===== src/rtl/mon_prod_var_if.sv =====
// Request/response bundle for the Montgomery product engine.
// master drives start/A/B/M/num_words; slave returns busy/stop/err/P.
interface mon_prod_var_if #(
  parameter int BIT_LEN     = 64,
  parameter int COUNT_WIDTH = 5
);
  logic                   start;
  logic [BIT_LEN-1:0]     A;
  logic [BIT_LEN-1:0]     B;
  logic [BIT_LEN-1:0]     M;
  logic [COUNT_WIDTH-1:0] num_words;
  logic                   busy;
  logic                   stop;
  logic                   err;
  logic [BIT_LEN-1:0]     P;

  modport master (
    output start, A, B, M, num_words,
    input  busy, stop, err, P
  );

  modport slave (
    input  start, A, B, M, num_words,
    output busy, stop, err, P
  );
endinterface


===== src/rtl/mon_prod_var.sv =====
// Bit-serial Montgomery product P = A*B*2^-n mod M, n = num_words*WORD_LEN.
// Ports: clk, rst (sync, active high), bus (slave side of mon_prod_var_if).
module mon_prod_var #(
  parameter int BIT_LEN     = 64,
  parameter int WORD_LEN    = 16,
  parameter int COUNT_WIDTH = 5
) (
  input  logic           clk,
  input  logic           rst,
  mon_prod_var_if.slave  bus
);
  localparam int AW     = BIT_LEN + 2;
  localparam int NW_MAX = BIT_LEN / WORD_LEN;
  localparam int CW     = $clog2(BIT_LEN + 1);

  localparam logic [1:0] S_IDLE = 2'd0;
  localparam logic [1:0] S_RUN  = 2'd1;
  localparam logic [1:0] S_SUB  = 2'd2;
  localparam logic [1:0] S_DONE = 2'd3;

  logic [1:0]         state_q, state_d;
  logic [BIT_LEN-1:0] a_q, a_d;
  logic [BIT_LEN-1:0] b_q, b_d;
  logic [BIT_LEN-1:0] m_q, m_d;
  logic [CW-1:0]      n_q, n_d;
  logic [CW-1:0]      cnt_q, cnt_d;
  logic [AW-1:0]      acc_q, acc_d;
  logic [BIT_LEN-1:0] p_q, p_d;
  logic               err_q, err_d;
  logic               stop_q, stop_d;

  logic [AW-1:0] m_ext;
  logic [AW-1:0] acc_add;
  logic [AW-1:0] acc_odd;
  logic [AW-1:0] acc_nxt;
  logic          req_ok;

  assign m_ext   = {2'b00, m_q};
  // a_q shifts right each iteration, so bit 0 is always A[i]
  assign acc_add = acc_q + (a_q[0] ? {2'b00, b_q} : '0);
  assign acc_odd = acc_add + (acc_add[0] ? m_ext : '0);
  assign acc_nxt = acc_odd >> 1;

  assign req_ok = bus.M[0]
               && (bus.num_words != '0)
               && (32'(bus.num_words) <= NW_MAX);

  always_comb begin
    state_d = state_q;
    a_d     = a_q;
    b_d     = b_q;
    m_d     = m_q;
    n_d     = n_q;
    cnt_d   = cnt_q;
    acc_d   = acc_q;
    p_d     = p_q;
    err_d   = err_q;
    stop_d  = 1'b0;
    unique case (state_q)
      S_IDLE: begin
        if (bus.start) begin
          a_d   = bus.A;
          b_d   = bus.B;
          m_d   = bus.M;
          n_d   = CW'(32'(bus.num_words) * WORD_LEN);
          acc_d = '0;
          cnt_d = '0;
          if (req_ok) begin
            state_d = S_RUN;
          end else begin
            p_d     = '0;
            err_d   = 1'b1;
            state_d = S_DONE;
          end
        end
      end
      S_RUN: begin
        acc_d = acc_nxt;
        a_d   = a_q >> 1;
        if (cnt_q == n_q - CW'(1)) begin
          state_d = S_SUB;
        end else begin
          cnt_d = cnt_q + CW'(1);
        end
      end
      S_SUB: begin
        if (acc_q >= m_ext) begin
          p_d = BIT_LEN'(acc_q - m_ext);
        end else begin
          p_d = acc_q[BIT_LEN-1:0];
        end
        err_d   = 1'b0;
        state_d = S_DONE;
      end
      S_DONE: begin
        // stop is registered, so it shows in the IDLE cycle that follows
        stop_d  = 1'b1;
        state_d = S_IDLE;
      end
      default: state_d = S_IDLE;
    endcase
  end

  always_ff @(posedge clk) begin
    if (rst) begin
      state_q <= S_IDLE;
      a_q     <= '0;
      b_q     <= '0;
      m_q     <= '0;
      n_q     <= '0;
      cnt_q   <= '0;
      acc_q   <= '0;
      p_q     <= '0;
      err_q   <= 1'b0;
      stop_q  <= 1'b0;
    end else begin
      state_q <= state_d;
      a_q     <= a_d;
      b_q     <= b_d;
      m_q     <= m_d;
      n_q     <= n_d;
      cnt_q   <= cnt_d;
      acc_q   <= acc_d;
      p_q     <= p_d;
      err_q   <= err_d;
      stop_q  <= stop_d;
    end
  end

  assign bus.busy = (state_q == S_RUN) || (state_q == S_SUB);
  assign bus.stop = stop_q;
  assign bus.err  = err_q;
  assign bus.P    = p_q;
endmodule


===== src/flat_wrapper.sv =====
// flat-port wrapper written by rule: the top's interface ports become plain ports
module mon_prod_var_flat 
#(
  parameter int BIT_LEN     = 64,
  parameter int WORD_LEN    = 16,
  parameter int COUNT_WIDTH = 5
)
  (clk, rst, bus_start, bus_A, bus_B, bus_M, bus_num_words, bus_busy, bus_stop, bus_err, bus_P);
  mon_prod_var_if #(.BIT_LEN(BIT_LEN), .COUNT_WIDTH(COUNT_WIDTH)) bus_i ();
  input  logic clk;
  input  logic rst;
  input wire logic [$bits(bus_i.start)-1:0] bus_start;
  input wire logic [$bits(bus_i.A)-1:0] bus_A;
  input wire logic [$bits(bus_i.B)-1:0] bus_B;
  input wire logic [$bits(bus_i.M)-1:0] bus_M;
  input wire logic [$bits(bus_i.num_words)-1:0] bus_num_words;
  output wire logic [$bits(bus_i.busy)-1:0] bus_busy;
  output wire logic [$bits(bus_i.stop)-1:0] bus_stop;
  output wire logic [$bits(bus_i.err)-1:0] bus_err;
  output wire logic [$bits(bus_i.P)-1:0] bus_P;
  assign bus_i.start = bus_start;
  assign bus_i.A = bus_A;
  assign bus_i.B = bus_B;
  assign bus_i.M = bus_M;
  assign bus_i.num_words = bus_num_words;
  assign bus_busy = bus_i.busy;
  assign bus_stop = bus_i.stop;
  assign bus_err = bus_i.err;
  assign bus_P = bus_i.P;
  mon_prod_var #(.BIT_LEN(BIT_LEN), .WORD_LEN(WORD_LEN), .COUNT_WIDTH(COUNT_WIDTH)) u_core (.clk(clk), .rst(rst), .bus(bus_i));
endmodule

===== config.mk =====
export PLATFORM = sky130hd
export DESIGN_NAME = mon_prod_var_flat
export DESIGN_NICKNAME = d
export VERILOG_FILES = /design/src/rtl/mon_prod_var_if.sv /design/src/rtl/mon_prod_var.sv /design/src/flat_wrapper.sv
export SDC_FILE = /design/constraint.sdc
export NUM_CORES = 1
export LEC_CHECK = 0
export BUFFER_PORTS_ARGS = -buffer_cell sky130_fd_sc_hd__buf_4
export CELL_PAD_IN_SITES_DETAIL_PLACEMENT = 2
export CELL_PAD_IN_SITES_GLOBAL_PLACEMENT = 2
export CORE_ASPECT_RATIO = 1.1
export CORE_UTILIZATION = 35
export DETAILED_ROUTE_END_ITERATION = 10
export PLACE_DENSITY = 0.87
export SLEW_MARGIN = 5
export SYNTH_ARGS = -nofsm -noshare
export SYNTH_HDL_FRONTEND = slang
export SYNTH_SLANG_ARGS = --single-unit

===== constraint.sdc =====
create_clock -name clk -period 8.3 [get_ports clk]
set_clock_uncertainty 0.15 [all_clocks]
set_input_delay 1.66 -clock clk [delete_from_list [all_inputs] [get_ports clk]]
set_output_delay 1.66 -clock clk [all_outputs]
set_load 0.03 [all_outputs]

==> reports/results.tsv, run 1 <==
stage	metric	value	unit
critical_path	cp.arrival	7700	ps
synthesis	async_flop_share	0	
clock_tree	cts_buffers	45	
die	fp.dieH	278	um
clock_tree	cts_tree	yes	
clock_tree	cts_hold_buf	0	
sta	setup_tns	0	ps
drt	vias_per_cell	5.76	
critical_path	cp.depth	28	
drt	dr_total_vias	24749	
sta	slew_violations	0	
hold_path	hold_path_startpoint	u_core.b_q[63]$_SDFFE_PP0P_	
clock_tree	post_cts_resized	0	
place	gp_congestion	0.937	
die	die_w	253	um
sta	hold_viol_final	0	
critical_path	startpoint	u_core.a_q[0]$_SDFFE_PP0P_	
critical_path	cpMaxStageDelayCell	dfxtp_2	
drt	wl_met3	4.94	mm
place	dpl.hpwl	75.5	mm
cells_and_area	syn_to_final_growth	17.2	%
drt	drcViolationCount	0	
die	pin_count	267	
clock_tree	clkLatencyLatePin	590	ps
sta	relSlewSlack	0.191	
synthesis	synth_edf_count	0	
cells_and_area	layout_commonest_cell	nand2_1	
critical_path	worst-path-buf-inv	1	
drt	wl_met1	41.6	mm
synthesis	synth.area.top_cells	dfxtp_1 (28%), ha_1 (10%), nand2_1 (7.6%)	
cells_and_area	fillers	7829	
die	rows	100	
power_and_ir_drop	vdd_drop_max	0.000181	V
cells_and_area	utilization	0.417	
place	port_buffers	266	
critical_path	worst_setup_path_end_kind	register	
sta	period_share	0.893	
clock_tree	path_clk_slew	60	ps
synthesis	synth_ff_type	dfxtp_1	
synthesis	synth_top_area_frac	0.278	
clock_tree	clkSinkCount	335	
sta	hold_slack	304	ps
global_routing	grtUsageTotal	0.287	
power_and_ir_drop	power	6.77	mW
critical_path	cpPeakStageDelay	810	ps
power_and_ir_drop	powerDensity	239	nW/um^2
critical_path	r2r-start	u_core.a_q[0]$_SDFFE_PP0P_	
drt	ant_nets	0	
clock_tree	cts_setup_buffers	0	
drt	topRoutingLayerUsed	met4	
critical_path	reg2reg_depth	28	
critical_path	crit_end	u_core.acc_q[64]$_SDFFE_PP0P_	
drt	first_iter_violations	1091	
synthesis	syn-num-nets	3617	
drt	drt-pass1-iter-count	5	
power_and_ir_drop	p_leak	12.5	nW
status	status	finished, final reports clean	
critical_path	crit_family	compound AO/OA/AOI/OAI gates	
critical_path	criticalPathCategory	register to register	
synthesis	syn_area_per_cell	7.51	sq um
clock_tree	cts-htree-levels	2	
synthesis	synthCells	3217	
sta	rsz0062_at_grt	no	
sta	worst_pin_slew	1210	ps
die	coreArea	67900	sq um
synthesis	netlist_area	24200	sq um
die	die_area	70100	sq um
synthesis	yosysUniqueCellTypes	75	
critical_path	crit_path_start_kind	register	
synthesis	yosys_register_bits	335	
global_routing	grt_remaining_overflow	0	
drt	wl_met2	51.4	mm
die	start_util	0.356	
sta	max_freq	135	MHz
cells_and_area	drive_gt1_frac	0.112	
drt	post_drt_wl_per_cell	23.8	um
cells_and_area	nets	3751	
global_routing	grt_pass1_vias	27334	
global_routing	grt_pass1_wl	159	mm
cells_and_area	final_cell_mix	nand2_1 (486), a21oi_1 (365), dfxtp_1 (334)	
sta	post-route-min-period	7410	ps
sta	setup_violations	0	
synthesis	yosys.area.top_type	dfxtp_1	
critical_path	reg2reg_to	u_core.acc_q[64]$_SDFFE_PP0P_	
synthesis	yosys_warnings	0	
critical_path	cp_max_fo	42	
flow_run	drv_cap	0	
clock_tree	clockRootBuffer	clkbuf_16	
global_routing	grt_max_degree	107	
critical_path	reg2reg_slack	890	ps
clock_tree	cts_max_path_buffers	3	
synthesis	ys_seq_area_frac	0.278	
hold_path	min_path_type	register to register	
drt	routed_wl	102	mm
critical_path	crit_required	8580	ps
global_routing	antenna_found_initial	1	
cell usage after synthesis, drive strengths merged (87+ instances only):
cell type    n
a211oi      87
and2       132
nand2      487
nor2       223
clkbuf     176
xnor2      113
a21o        96
a21oi      365
o21ai      192
ha         197
inv        133
dfxtp      335
cells by family (layout without fill, tap and decap cells):
kind of cell	after synthesis	after routing	synth area share
simple gates	1076	1076	0.203
compound gates	1019	1019	0.266
flops	335	335	0.278
buf+inv	332	496	0.0524
fa+ha+maj	200	200	0.104
xor+xnor	190	190	0.0689
mux	65	65	0.0269
other cells	0	1	0
per-layer routing:
metal  vias to the layer above  global-route usage
met5                         -                   0
met4                         0               0.126
met3                       221              0.0468
met2                       615               0.517
met1                     12296               0.330
li1                      11617                   -
worst min path at each step:
| stage | cells after the start | to | slack, ps |
|---|---|---|---|
| 5_1_grt | 2 | u_core.b_q[62]$_SDFFE_PP0P_ | 330 |
| 2_1_floorplan | 2 | u_core.b_q[0]$_SDFFE_PP0P_ | 280 |
| 4_1_cts | 2 | u_core.b_q[63]$_SDFFE_PP0P_ | 310 |
| 6_report | 2 | u_core.b_q[63]$_SDFFE_PP0P_ | 300 |
| 3_5_place_dp | 2 | u_core.b_q[43]$_SDFFE_PP0P_ | 300 |
| 3_3_place_gp | 2 | u_core.b_q[47]$_SDFFE_PP0P_ | 290 |
stage by stage:
stage | setup WS [ps] | cells | instance area [sq um]
after global placement | 1360 | 4222 | 26800
after CTS | 996 | 4299 | 28300
after global routing | 400 | 4299 | 28300
after floorplan | 2310 | 3217 | 24200
final | 886 | 4300 | 28300
after detailed placement | 1120 | 4222 | 26800
cell type report:
type | instances | area, sq um | share of cell area
tap | 918 | 1150 | 0.0406
antenna | 1 | 2.50 | 0.0000884
multi-input combinational | 2550 | 16300 | 0.574
clock inverter | 18 | 308 | 0.0109
inverter | 133 | 499 | 0.0176
timing repair buffer | 286 | 2150 | 0.0761
clock buffer | 59 | 1230 | 0.0434
sequential | 335 | 6710 | 0.237
tightest hold or removal path: stages (launching register included):
cell and delay (ps):
dfxtp_1 300, nand2_1 50, a21oi_1 50
where the power goes:
group | internal, mW | leakage [nW] | total [mW] | switching [mW]
Sequential | 1.88 | 2.73 | 2.12 | 0.247
Clock | 1.29 | 0.752 | 2.09 | 0.799
Combinational | 0.847 | 9.04 | 2.56 | 1.71
state kept, by name, summed over array words and instances, names as in the netlist:
name,count
u_core.acc_q,65
u_core.a_q,64
u_core.b_q,64
u_core.bus.P,64
u_core.m_q,64
u_core.cnt_q,7
u_core.n_q,3
u_core.state_q,2
u_core.bus.err,1
u_core.bus.stop,1
No activity file was read; power rests on OpenSTA's default activity.
==> run 2, diff against run 1 <==
--- a/config.mk
+++ b/config.mk
@@ -5,13 +5,13 @@
 export SDC_FILE = /design/constraint.sdc
 export NUM_CORES = 1
 export LEC_CHECK = 0
-export BUFFER_PORTS_ARGS = -buffer_cell sky130_fd_sc_hd__buf_4
 export CELL_PAD_IN_SITES_DETAIL_PLACEMENT = 2
 export CELL_PAD_IN_SITES_GLOBAL_PLACEMENT = 2
 export CORE_ASPECT_RATIO = 1.1
-export CORE_UTILIZATION = 35
+export CORE_UTILIZATION = 38
 export DETAILED_ROUTE_END_ITERATION = 10
-export PLACE_DENSITY = 0.87
+export DONT_BUFFER_PORTS = 1
+export PLACE_DENSITY = 0.86
 export SLEW_MARGIN = 5
 export SYNTH_ARGS = -nofsm -noshare
 export SYNTH_HDL_FRONTEND = slang
==> constraint.sdc (replaced) <==
create_clock -name clk -period 8.5 [get_ports clk]
set_clock_uncertainty 0.15 [all_clocks]
set_input_delay 1.7 -clock clk [delete_from_list [all_inputs] [get_ports clk]]
set_output_delay 1.7 -clock clk [all_outputs]
set_load 0.03 [all_outputs]
==> reports/results.tsv, run 2 (same netlist as run 1, synthesis figures left out) <==
stage	metric	value	unit
sta	slew_violations	0	
sta	setup_tns	0	ps
clock_tree	clkSinkCount	335	
drt	post_drt_wl_per_cell	25.1	um
cells_and_area	ff_latch_area	6710	sq um
cells_and_area	final_cell_mix	nand2_1 (486), a21oi_1 (365), dfxtp_1 (334)	
sta	hold_slack	305	ps
sta	max_freq	125	MHz
global_routing	grtUsageTotal	0.299	
power_and_ir_drop	vdd_drop_max	0.000205	V
place	port_buffers	0	
cells_and_area	top_register	u_core.acc_q	
sta	rsz0062_at_grt	no	
sta	hold_viol_final	0	
drt	first_iter_violations	993	
die	start_util	0.386	
place	place_inst	3869	
die	fp.dieH	266	um
drt	dr_total_vias	23694	
power_and_ir_drop	powerDensity	243	nW/um^2
clock_tree	cts-htree-levels	2	
drt	ant_nets	0	
critical_path	cp.arrival	8340	ps
clock_tree	cts_hold_buf	0	
drt	vias_per_cell	6.01	
place	place_ws	743	ps
cells_and_area	drive_gt1_frac	0.0341	
critical_path	reg2reg_depth	27	
clock_tree	cts_tree	yes	
sta	setup_violations	0	
clock_tree	clkLatencyLatePin	610	ps
cells_and_area	fin_area	26000	sq um
die	rows	96	
power_and_ir_drop	power	6.32	mW
cells_and_area	nets	3478	
power_and_ir_drop	switching_share	0.420	
place	dpl-instance-area	24700	sq um
drt	drt-pass1-iter-count	5	
global_routing	grt_pass1_vias	26314	
die	die_area	64600	sq um
drt	routed_wl	99.0	mm
cells_and_area	largest_register_ffs	65	
clock_tree	clockRootBuffer	clkbuf_16	
sta	postLayoutSetupSlackWorst	513	ps
cells_and_area	utilization	0.416	
power_and_ir_drop	power_frac_comb	0.376	
clock_tree	post_cts_resized	0	
power_and_ir_drop	p_leak	11.1	nW
critical_path	reg2reg_to	u_core.acc_q[63]$_SDFFE_PP0P_	
global_routing	antenna_found_initial	1	
critical_path	worst_setup_path_end_kind	register	
sta	post-route-min-period	7990	ps
power_and_ir_drop	clkPwrFrac	0.293	
cells_and_area	syn_to_final_growth	7.73	%
cells_and_area	multi_input_area	16300	sq um
clock_tree	cts_buffers	40	
hold_path	hold_path_depth	2	
die	die_w	242	um
status	status	finished, final reports clean	
critical_path	r2r-start	u_core.a_q[0]$_SDFFE_PP0P_	
sta	worst_pin_slew	1310	ps
flow_run	drv_cap	0	
power_and_ir_drop	p_seq_frac	0.331	
drt	drcViolationCount	0	
power_and_ir_drop	switchingPower	2.65	mW
critical_path	crit_required	8860	ps
critical_path	crit_path_start_kind	register	
critical_path	criticalPathCategory	register to register	
cells_and_area	fillers	7172	
sta	relSlewSlack	0.124	
global_routing	grt_max_degree	250	
power_and_ir_drop	p_int	3.67	mW
die	coreArea	62600	sq um
place	gp_congestion	0.945	
hold_path	hold_path_startpoint	u_core.b_q[63]$_SDFFE_PP0P_	
global_routing	grt_remaining_overflow	0	
clock_tree	cts_max_path_buffers	3	
hold_path	min_path_type	register to register	
cells_and_area	fin_cells	3941	
cells_and_area	layout_commonest_cell	nand2_1	
hold_path	whs_endpoint	u_core.b_q[63]$_SDFFE_PP0P_	
clock_tree	path_clk_slew	60	ps
global_routing	grt_pass1_wl	152	mm
die	pin_count	267	
critical_path	reg2reg_slack	510	ps
sta	period_share	0.940	
clock_tree	cts_setup_buffers	0	
place	dpl.hpwl	75.4	mm
critical_path	cp_max_fo	65	
[run 2: worst max-delay path by stage]
stage | from | endpoint | depth (start not counted)
3_5_place_dp | u_core.a_q[0]$_SDFFE_PP0P_ | u_core.acc_q[63]$_SDFFE_PP0P_ | 27
3_3_place_gp | u_core.a_q[0]$_SDFFE_PP0P_ | u_core.acc_q[63]$_SDFFE_PP0P_ | 28
2_1_floorplan | u_core.a_q[0]$_SDFFE_PP0P_ | u_core.acc_q[63]$_SDFFE_PP0P_ | 30
4_1_cts | u_core.a_q[0]$_SDFFE_PP0P_ | u_core.acc_q[63]$_SDFFE_PP0P_ | 27
5_1_grt | u_core.a_q[0]$_SDFFE_PP0P_ | u_core.acc_q[64]$_SDFFE_PP0P_ | 25
6_report | u_core.a_q[0]$_SDFFE_PP0P_ | u_core.acc_q[63]$_SDFFE_PP0P_ | 27
[run 2: power groups by stage]
stage / clock (mW) / sequential [mW] / combinational (mW)
floorplan: 0 / 1.98 / 1.69
global placement: 0 / 2.10 / 2.21
CTS: 1.89 / 2.10 / 2.37
global route: 1.94 / 2.12 / 2.58
finish: 1.85 / 2.10 / 2.38
detailed placement: 0 / 2.13 / 2.34
[run 2: area by class of cell]
type	instances	area share
multi-input cells	2550	0.625
flip-flops and latches	335	0.258
clock buffers	53	0.0419
well taps	833	0.0400
inverters	133	0.0192
clock inverters	18	0.0108
repair buffers	18	0.00567
diodes	1	0.0000961
[run 2: metal layers]
layer	wire (um)	global-route usage	vias to the layer above
li1	-	-	11080
met1	41100	0.344	11913
met2	49700	0.542	498
met3	3890	0.0464	203
met4	4290	0.133	0
met5	0	0	-
[run 2: worst max-delay path, stage by stage, from the launching register on]
cell	delay, ps
dfxtp_2	1130
and2_1	270
ha_1	280
a21oi_1	330
nor2_1	140
a211oi_1	380
a31oi_2	220
nand2_1	140
a21oi_1	70
or3_1	370
o31ai_1	460
o21ai_1	240
a221oi_2	460
o31ai_1	160
xor2_1	180
ha_1	430
a21o_1	220
a21o_1	180
a21oi_1	140
o21ai_0	130
nand3_1	110
nand2_1	80
o21ai_0	330
a21oi_1	150
nor3b_1	540
o21ai_0	200
xnor2_1	160
a22o_1	190
